<file path="src/rtl/wdt_pkg.sv">
// Shared definitions for the watchdog reset sequencer: state encoding and
// default timing constants that the watchdog and sequencer agree on.
package wdt_pkg;

  typedef enum logic [1:0] {
    ST_IDLE    = 2'd0,
    ST_ASSERT  = 2'd1,
    ST_RELEASE = 2'd2,
    ST_LOCKED  = 2'd3
  } wdt_state_e;

  // Default timing; the watchdog's own reload period lives alongside so both
  // blocks are tuned from one place.
  localparam int DEFAULT_HOLD_CYCLES   = 16;
  localparam int DEFAULT_STAGE_GAP     = 4;
  localparam int DEFAULT_NUM_STAGES    = 3;
  localparam int DEFAULT_MAX_RETRIES   = 3;
  localparam int DEFAULT_STABLE_CYCLES = 64;
  localparam int DEFAULT_WDT_PERIOD    = 1024;

  // Largest of three integers, used to size the shared timer.
  function automatic int max3(input int a, input int b, input int c);
    int m;
    m = (a > b) ? a : b;
    return (m > c) ? m : c;
  endfunction

  // Bits needed to hold values 0..v, never less than one.
  function automatic int count_width(input int v);
    return (v > 0) ? $clog2(v + 1) : 1;
  endfunction

endpackage

</file>
<file path="src/rtl/wdt_reset_sequencer_if.sv">
// Signal bundle between the reset sequencer and its environment: the
// watchdog expiry and software clear come in, staged resets, the watchdog
// kick and status go out.
interface wdt_reset_sequencer_if
  import wdt_pkg::*;
#(
  parameter int NUM_STAGES = DEFAULT_NUM_STAGES,
  parameter int RETRY_W    = count_width(DEFAULT_MAX_RETRIES)
);

  logic                  wdt_timeout;
  logic                  clear_fault;
  logic [NUM_STAGES-1:0] sys_rst;
  logic                  wdt_kick;
  logic                  fault_lock;
  logic [RETRY_W-1:0]    retry_count;
  logic                  busy;

  // The sequencer side: consumes the watchdog expiry, produces resets.
  modport master (
    input  wdt_timeout,
    input  clear_fault,
    output sys_rst,
    output wdt_kick,
    output fault_lock,
    output retry_count,
    output busy
  );

  // The environment side: watchdog and software control.
  modport slave (
    output wdt_timeout,
    output clear_fault,
    input  sys_rst,
    input  wdt_kick,
    input  fault_lock,
    input  retry_count,
    input  busy
  );

endinterface

</file>
<file path="src/rtl/wdt_reset_sequencer.sv">
// Turns a watchdog expiry into a held system reset that is released one
// stage at a time, kicks the watchdog while recovering, and escalates to a
// latched fault lock after too many back-to-back recoveries.
module wdt_reset_sequencer
  import wdt_pkg::*;
#(
  parameter int HOLD_CYCLES   = DEFAULT_HOLD_CYCLES,
  parameter int STAGE_GAP     = DEFAULT_STAGE_GAP,
  parameter int NUM_STAGES    = DEFAULT_NUM_STAGES,
  parameter int MAX_RETRIES   = DEFAULT_MAX_RETRIES,
  parameter int STABLE_CYCLES = DEFAULT_STABLE_CYCLES
) (
  input  logic                   clock,
  input  logic                   reset,
  wdt_reset_sequencer_if.master  seq
);

  localparam int TIMER_W = count_width(max3(HOLD_CYCLES, STAGE_GAP, STABLE_CYCLES));
  localparam int RETRY_W = count_width(MAX_RETRIES);

  localparam logic [TIMER_W-1:0]    HOLD_LAST   = TIMER_W'(HOLD_CYCLES - 1);
  localparam logic [TIMER_W-1:0]    GAP_LAST    = TIMER_W'(STAGE_GAP - 1);
  localparam logic [TIMER_W-1:0]    STABLE_END  = TIMER_W'(STABLE_CYCLES);
  localparam logic [TIMER_W-1:0]    TIMER_ONE   = TIMER_W'(1);
  localparam logic [RETRY_W-1:0]    RETRY_LIMIT = RETRY_W'(MAX_RETRIES);
  localparam logic [RETRY_W-1:0]    RETRY_ONE   = RETRY_W'(1);
  localparam logic [NUM_STAGES-1:0] ALL_ON      = {NUM_STAGES{1'b1}};
  localparam logic [NUM_STAGES-1:0] FIRST_DROP  = ALL_ON << 1;

  wdt_state_e            state_q, state_d;
  logic [TIMER_W-1:0]    timer_q, timer_d;
  logic [NUM_STAGES-1:0] mask_q, mask_d;
  logic [RETRY_W-1:0]    retry_q, retry_d;
  logic                  kick_q;
  logic                  lock_q;
  logic                  busy_q;

  logic [RETRY_W-1:0]    retry_base;
  logic                  can_retry;
  logic [NUM_STAGES-1:0] mask_shifted;

  // Software clear takes effect before any increment, so a clear and a
  // timeout in the same cycle leave the count at one.
  always_comb begin
    retry_base   = seq.clear_fault ? '0 : retry_q;
    can_retry    = (retry_base < RETRY_LIMIT);
    mask_shifted = mask_q << 1;
  end

  // Next-state logic: one shared timer is reloaded on every state change.
  always_comb begin
    state_d = state_q;
    timer_d = timer_q;
    mask_d  = mask_q;
    retry_d = retry_q;

    case (state_q)
      ST_ASSERT: begin
        mask_d = ALL_ON;
        if (timer_q == HOLD_LAST) begin
          timer_d = '0;
          mask_d  = FIRST_DROP;
          state_d = (FIRST_DROP == '0) ? ST_IDLE : ST_RELEASE;
        end else begin
          timer_d = timer_q + TIMER_ONE;
        end
      end

      ST_RELEASE: begin
        retry_d = retry_base;
        if (seq.wdt_timeout) begin
          timer_d = '0;
          mask_d  = ALL_ON;
          if (can_retry) begin
            retry_d = retry_base + RETRY_ONE;
            state_d = ST_ASSERT;
          end else begin
            state_d = ST_LOCKED;
          end
        end else if (timer_q == GAP_LAST) begin
          timer_d = '0;
          mask_d  = mask_shifted;
          if (mask_shifted == '0) begin
            state_d = ST_IDLE;
          end
        end else begin
          timer_d = timer_q + TIMER_ONE;
        end
      end

      ST_IDLE: begin
        mask_d  = '0;
        retry_d = retry_base;
        if (seq.wdt_timeout) begin
          timer_d = '0;
          mask_d  = ALL_ON;
          if (can_retry) begin
            retry_d = retry_base + RETRY_ONE;
            state_d = ST_ASSERT;
          end else begin
            state_d = ST_LOCKED;
          end
        end else if (timer_q != STABLE_END) begin
          timer_d = timer_q + TIMER_ONE;
          if (timer_d == STABLE_END) begin
            retry_d = '0;
          end
        end
      end

      ST_LOCKED: begin
        mask_d  = ALL_ON;
        timer_d = '0;
        if (seq.clear_fault) begin
          retry_d = '0;
          state_d = ST_ASSERT;
        end
      end

      default: begin
        state_d = ST_ASSERT;
        timer_d = '0;
        mask_d  = ALL_ON;
        retry_d = '0;
      end
    endcase
  end

  // State, timer, stage mask and registered status outputs.
  always_ff @(posedge clock) begin
    if (reset) begin
      state_q <= ST_ASSERT;
      timer_q <= '0;
      mask_q  <= ALL_ON;
      retry_q <= '0;
      kick_q  <= 1'b1;
      lock_q  <= 1'b0;
      busy_q  <= 1'b1;
    end else begin
      state_q <= state_d;
      timer_q <= timer_d;
      mask_q  <= mask_d;
      retry_q <= retry_d;
      kick_q  <= (state_d == ST_ASSERT) || (state_d == ST_LOCKED);
      lock_q  <= (state_d == ST_LOCKED);
      busy_q  <= (state_d != ST_IDLE);
    end
  end

  assign seq.sys_rst     = mask_q;
  assign seq.wdt_kick    = kick_q;
  assign seq.fault_lock  = lock_q;
  assign seq.retry_count = retry_q;
  assign seq.busy        = busy_q;

endmodule

</file>
<file path="src/flat_wrapper.sv">
// flat-port wrapper written by rule: the top's interface ports become plain ports
module wdt_reset_sequencer_flat import wdt_pkg::*;
#(
  parameter int HOLD_CYCLES   = DEFAULT_HOLD_CYCLES,
  parameter int STAGE_GAP     = DEFAULT_STAGE_GAP,
  parameter int NUM_STAGES    = DEFAULT_NUM_STAGES,
  parameter int MAX_RETRIES   = DEFAULT_MAX_RETRIES,
  parameter int STABLE_CYCLES = DEFAULT_STABLE_CYCLES
)
  (clock, reset, seq_wdt_timeout, seq_clear_fault, seq_sys_rst, seq_wdt_kick, seq_fault_lock, seq_retry_count, seq_busy);
  wdt_reset_sequencer_if #(.NUM_STAGES(NUM_STAGES), .RETRY_W(2)) seq_i ();
  input  logic clock;
  input  logic reset;
  input wire logic [$bits(seq_i.wdt_timeout)-1:0] seq_wdt_timeout;
  input wire logic [$bits(seq_i.clear_fault)-1:0] seq_clear_fault;
  output wire logic [$bits(seq_i.sys_rst)-1:0] seq_sys_rst;
  output wire logic [$bits(seq_i.wdt_kick)-1:0] seq_wdt_kick;
  output wire logic [$bits(seq_i.fault_lock)-1:0] seq_fault_lock;
  output wire logic [$bits(seq_i.retry_count)-1:0] seq_retry_count;
  output wire logic [$bits(seq_i.busy)-1:0] seq_busy;
  assign seq_i.wdt_timeout = seq_wdt_timeout;
  assign seq_i.clear_fault = seq_clear_fault;
  assign seq_sys_rst = seq_i.sys_rst;
  assign seq_wdt_kick = seq_i.wdt_kick;
  assign seq_fault_lock = seq_i.fault_lock;
  assign seq_retry_count = seq_i.retry_count;
  assign seq_busy = seq_i.busy;
  wdt_reset_sequencer #(.HOLD_CYCLES(HOLD_CYCLES), .STAGE_GAP(STAGE_GAP), .NUM_STAGES(NUM_STAGES), .MAX_RETRIES(MAX_RETRIES), .STABLE_CYCLES(STABLE_CYCLES)) u_core (.clock(clock), .reset(reset), .seq(seq_i));
endmodule
</file>
<file path="config.mk">
export PLATFORM = sky130hd
export DESIGN_NAME = wdt_reset_sequencer_flat
export DESIGN_NICKNAME = d
export VERILOG_FILES = /design/src/rtl/wdt_pkg.sv /design/src/rtl/wdt_reset_sequencer_if.sv /design/src/rtl/wdt_reset_sequencer.sv /design/src/flat_wrapper.sv
export SDC_FILE = /design/constraint.sdc
export NUM_CORES = 1
export LEC_CHECK = 0
export ABC_AREA = 1
export CORE_AREA = 2 2 64 66
export CTS_CLUSTER_DIAMETER = 200
export DETAILED_ROUTE_END_ITERATION = 8
export DIE_AREA = 0 0 66 68
export PLACE_DENSITY = 0.54
export SLEW_MARGIN = 20
export SYNTH_ARGS = -nofsm -noshare
export SYNTH_HDL_FRONTEND = slang
export SYNTH_SLANG_ARGS = --single-unit
</file>
<file path="constraint.sdc">
create_clock -name clock -period 2.55 [get_ports clock]
set_input_delay 0.255 -clock clock [delete_from_list [all_inputs] [get_ports clock]]
set_output_delay 0.255 -clock clock [all_outputs]
set_load 0.01 [all_outputs]
</file>
# --- Yosys cells after proc, flatten, opt, wreduce, memory -nomap -nowiden ---
# Index checks and enable logic that the tools add are counted.
# Widths: inputs -> output; s select.
classes:
  magnitude_cmp: 1
  n_reduce_logical: 5
  addsub: 2
  mux: 26
  eq_ne: 11
op_table:
  columns: ["operator", "count"]
  rows:
  - ["$mux 7", 5]
  - ["$pmux 7 s4", 1]
  - ["$mux 2", 13]
  - ["$pmux 3 s4", 1]
  - ["$mux 3", 3]
  - ["$pmux 2 s4", 1]
  - ["$add 7x1->7 const B", 1]
  - ["$eq 7x2->1 const B", 1]
  - ["$eq 7x4->1 const B", 1]
  - ["$eq 7x7->1 const B", 1]
  - ["$ne 7x7->1 const B", 1]
  - ["$eq 2x2->1 const B", 3]
  - ["$ne 3x2->1 const B", 2]
  - ["$pmux 2 s3", 1]
  - ["$eq 2x1->1 const B", 2]
  - ["$logic_not 3->1", 1]
  - ["$reduce_bool 3->1", 1]
  - ["$add 2x1->2 const B", 1]
  - ["$logic_not 2->1", 1]
  - ["$lt 2x2->1 const B", 1]
  - ["$reduce_bool 2->1", 1]
  - ["$logic_or 1x1->1", 1]
  - ["$mux 1", 1]
totals:
  in_bits: 4
  regBits: 17
  output_inout_bits: 8

# --- Logic depth before layout (Yosys ltp) ---
depth:
  depth_word: 7
  mapped_depth: 12
  depth_no_buf: 12

# --- Worst setup path after synthesis ---
# Ideal clock, no wire load.
synth_path:
  path_kind: "register to register"
  start: "reg u_core.timer_q[0]"
  end: "reg u_core.busy_q (netlist: u_core.seq.busy)"
  path_buffers: 0
  arrival_ns: 1.287
  stages_incl_launch_ff: 11
  path_slack_ns: 1.144
  period_less_slack_ns: 1.406
  path_cell_list: "dfxtp_1 -> ha_1 -> nand3_2 -> nor2_2 -> nand3_2 -> nand3_1 -> nand2_1 -> nand2_1 -> nand2_2 -> nor2_4 -> nand2_1"
synth_between:
  elab_chain_len: 5
synth_rtl:
  columns: ["element", "line_no", "text"]
  rows:
  - ["start: declaration", "wdt_reset_sequencer.sv:31", "logic [TIMER_W-1:0] timer_q, timer_d;"]
  - ["start signal: assignment", "wdt_reset_sequencer.sv:141", "timer_q <= timer_d;"]
  - ["$eq 7x2->1", "wdt_reset_sequencer.sv:80", "end else if (timer_q == GAP_LAST) begin"]
  - ["$mux 2", "wdt_reset_sequencer.sv:80", null]
  - ["$mux 2", "wdt_reset_sequencer.sv:71", "if (seq.wdt_timeout) begin"]
  - ["$pmux 2 s4 *", "wdt_reset_sequencer.sv:57", "case (state_q)"]
  - ["$reduce_bool 2->1 *", "wdt_reset_sequencer.sv:146", "busy_q <= (state_d != ST_IDLE);"]
  - ["end signal: assignment", "wdt_reset_sequencer.sv:146", null]
  - ["end: declaration", "wdt_reset_sequencer.sv:36", "logic busy_q;"]
# Mark *: on every way between the ends. The rest lies on a longest branch, timed or not.
# A chain may end at the register's enable or synchronous reset.

# --- Worst setup path in the final report ---
layout_path:
  start: "reg u_core.timer_q[0]"
  end: "reg u_core.retry_q[0] (netlist: u_core.seq.retry_count[0])"
layout_between:
  elab_chain_len: 6
layout_rtl:
  columns: ["element", "line_no", "text"]
  rows:
  - ["$add 7x1->7", "wdt_reset_sequencer.sv:104", "timer_d = timer_q + TIMER_ONE;"]
  - ["$eq 7x7->1", "wdt_reset_sequencer.sv:105", "if (timer_d == STABLE_END) begin"]
  - ["$mux 2", "wdt_reset_sequencer.sv:105", null]
  - ["$mux 2 *", "wdt_reset_sequencer.sv:103", "end else if (timer_q != STABLE_END) begin"]
  - ["$mux 2 *", "wdt_reset_sequencer.sv:94", "if (seq.wdt_timeout) begin"]
  - ["$pmux 2 s3 *", "wdt_reset_sequencer.sv:57", null]
  - ["end signal: assignment", "wdt_reset_sequencer.sv:143", "retry_q <= retry_d;"]
  - ["end: declaration", "wdt_reset_sequencer.sv:33", "logic [RETRY_W-1:0] retry_q, retry_d;"]
# Marks and branches as above.

==> results.cfg <==
[outcome]
outcome = finished clean

[die]
core-area_sq_um = 3856
start_util_pct = 28.84
rows = 23
io_pins = 12
die_y_microns = 68
die_w_microns = 66
die_area_sq_um = 4488

[clock_tree]
cts-htree-levels = 1
clkSinkCount = 17
hold_buffers = 0
cts_setup_buffers = 0
path_clk_slew_ps = 70
cts_resized = 0
max-clock-path-buffers = 2
cts_made_buffers = 3
cts-root-buf = clkbuf_8
clk_latency_ps = 260
cts_tree = yes

[setup_path]
r2r_slack_ps = 940
cp_top_family = simple AND/OR/NAND/NOR gates
cpMostUsedCell = nand2_1
crit_type = flip-flop to flip-flop
slowest_delay_ps = 370
path_max_fanout = 4
crit_path_start_kind = flip-flop
endpoint = u_core.seq.retry_count[0]
worstPathCellList = ha_1, nand2_2, nor2_2, inv_2, nand2_1, nand2_1, nor2_1, nand3_1, nand2_1, nand2_1, nand2_1, a21oi_1
rr_endpoint = u_core.seq.retry_count[0]
r2r_start = u_core.timer_q[0]
cp-startpoint = u_core.timer_q[0]
crit_slowest_cell = dfxtp_1
worstSetupPathDepth = 12
ff2ff_path_depth = 12
end_kind = flip-flop
critPathArrivalTime_ps = 1760
crit_required_ps = 2700
cp_num_buf_inv = 1

[final_layout]
antenna_cells = 0
syn2layout_area_growth_pct = 19.57
fillers = 436
multiInputGateArea_sq_um = 659.4
regArea_sq_um = 340.3
drive_gt1_share_pct = 15.98
nets = 181

[detailed_routing]
firstDrtPassIters = 2
drtIter0Drc = 17
wl_per_cell_microns = 10.37
viasPerCell = 4.521
num_vias = 990
wl_mm = 2.272
drcViolationCount = 0
antenna_left = 0

[hold_path]
hp-class = flip-flop to flip-flop

[timing]
finalMaxSlewViolations = 0
finalWorstSetupSlack_ps = 940.2
tns_ps = 0
setup_violations = 0
grt_setup_unrepaired = no
fin_crit_ps = 1610
hold_violations = 0
max_clock_freq_mhz = 621.2
finClkSkew_ps = 3.900
max_slew_margin_pct = 77.44
worst_pin_slew_ps = 336.4
period_share_pct = 63.13

[grt]
grt_max_degree = 11
grt_first_pass_wirelength_mm = 3.850
grt_antenna_before_repair = 0
grt_pass1_vias = 931
grt.overflow.total = 0
grt_usage_pct = 11.30

[yosys]
ys_warn_count = 0
yosysTopAreaCell = dfxtp_1
synth_nets = 165
synth_area_leaders = dfxtp_1, nand2_1, ha_1
ys_ff_latch = 17
synth_cell_types = 27
synth-seq-area-share_pct = 30.60
synth_top_cell_area_share_pct = 30.60
syn_avg_cell_area_sq_um = 7.223
synthCells = 154
synth_area_sq_um = 1112

[place]
place_hpwl_mm = 1.860
dp_slack_ps = 832.6
io_buffers = 11
routabilityCongestion = 0.8089

[power_and_ir_drop]
leakage_nw = 0.5749
ir_worst_vdd_v = 0.0005566
power_per_cell_area_nw_per_um2 = 1021

[flow_run]
maxCapViolCount = 0
-- registers in the layout (all words and copies together), names as in the netlist --
| name | cells |
|---|---|
| u_core.seq.busy | 1 |
| u_core.seq.fault_lock | 1 |
| u_core.seq.retry_count | 2 |
| u_core.seq.sys_rst | 3 |
| u_core.seq.wdt_kick | 1 |
| u_core.state_q | 2 |
| u_core.timer_q | 7 |
-- per-layer routing --
layer / global-route usage, % / part of all wire, % / up-vias
met1: 14.16 / 52 / 438
met4: 6.122 / 1.7 / 0
met2: 18.56 / 45 / 9
met3: 1.974 / 1.7 / 4
met5: 0 / 0 / -
li1: - / - / 539
-- synth_stat cells --
library cell and instances:
nor3_2 2, nor2_2 3, nand4_1 5, nor2_4 1
ha_1 7, clkinv_1 1, nand3_2 2, a21oi_1 9
a41oi_1 1, a211oi_2 1, o21a_1 1, o211ai_1 3
nand2_1 28, nor2_1 10, nand3b_4 1, o21ai_1 1
o21ai_0 10, o21bai_1 1, a31oi_1 1, inv_1 23
nand3_1 12, inv_2 6, nor3b_2 2, nor3_4 1
nand2_4 2, nand2_2 3, dfxtp_1 17
-- metrics by stage --
step | hold slack [ps] | utilization (%) | cell area, sq um | total power, W | std cells
6_report | 481.6 | 34.49 | 1330 | 0.001358 | 219
3_5_place_dp | 465.4 | 33.32 | 1285 | 0.001166 | 215
3_3_place_gp | 462.4 | 33.32 | 1285 | 0.001177 | 215
5_1_grt | 509.6 | 34.49 | 1330 | 0.001495 | 219
2_1_floorplan | 339.2 | - | 1112 | 0.0009366 | 154
4_1_cts | 485.3 | 34.49 | 1330 | 0.001378 | 219
-- tightest hold or removal path: stages, from the launching register on --
cell	delay, ps
dfxtp_1	340
nand2_1	50
nand3_1	60
-- logic make-up (layout without fill, tap and decap cells) --
group | Yosys count | in the layout | share of synthesized area [%]
simple gates | 72 | 72 | 36.56
buf+inv | 30 | 45 | 10.12
compound gates | 28 | 28 | 14.85
flops | 17 | 17 | 30.60
fa+ha+maj | 7 | 7 | 7.874
-- where the power goes --
part / leakage [nW] / total, W / internal [W] / switching (W)
Sequential: 0.139 / 0.000431 / 0.000357 / 0.0000738
Clock: 0.0228 / 0.000206 / 0.000111 / 0.0000953
Combinational: 0.413 / 0.000721 / 0.000305 / 0.000416
Total: 0.575 / 0.00136 / 0.000773 / 0.000585
-- how the worst min path moves through the flow --
stage / startpoint / end / slack [ps] / cells after the start
final: u_core.seq.sys_rst[2] / u_core.seq.sys_rst[2] / 480 / 2
after global routing: u_core.seq.sys_rst[2] / u_core.seq.sys_rst[2] / 510 / 2
after CTS: u_core.seq.sys_rst[2] / u_core.seq.sys_rst[2] / 490 / 2
after detailed placement: u_core.seq.sys_rst[2] / u_core.seq.sys_rst[2] / 470 / 2
after global placement: u_core.seq.sys_rst[2] / u_core.seq.sys_rst[2] / 460 / 2
after floorplan: reset / u_core.seq.wdt_kick / 340 / 2
-- area by class of cell --
cell class / instances / area share (%)
tap: 50 / 4.704
multi-input combinational: 107 / 49.58
timing repair buffer: 11 / 8.278
sequential: 17 / 25.59
clock buffer: 4 / 3.387
inverter: 30 / 8.467
-- cells in the final DEF, fill, tap and decap left out, drive strengths merged --
| cell | count |
|---|---|
| o21bai | 1 |
| nand3 | 14 |
| clkdlybuf4s50 | 11 |
| a211oi | 1 |
| a41oi | 1 |
| nand3b | 1 |
| nor3 | 3 |
| nand2 | 33 |
| a21oi | 9 |
| inv | 29 |
| o21a | 1 |
| nand4 | 5 |
| o21ai | 11 |
| ha | 7 |
| nor2 | 14 |
| clkbuf | 4 |
| a31oi | 1 |
| nor3b | 2 |
| o211ai | 3 |
| clkinv | 1 |
| dfxtp | 17 |
Power figures use the tool's default switching activity.
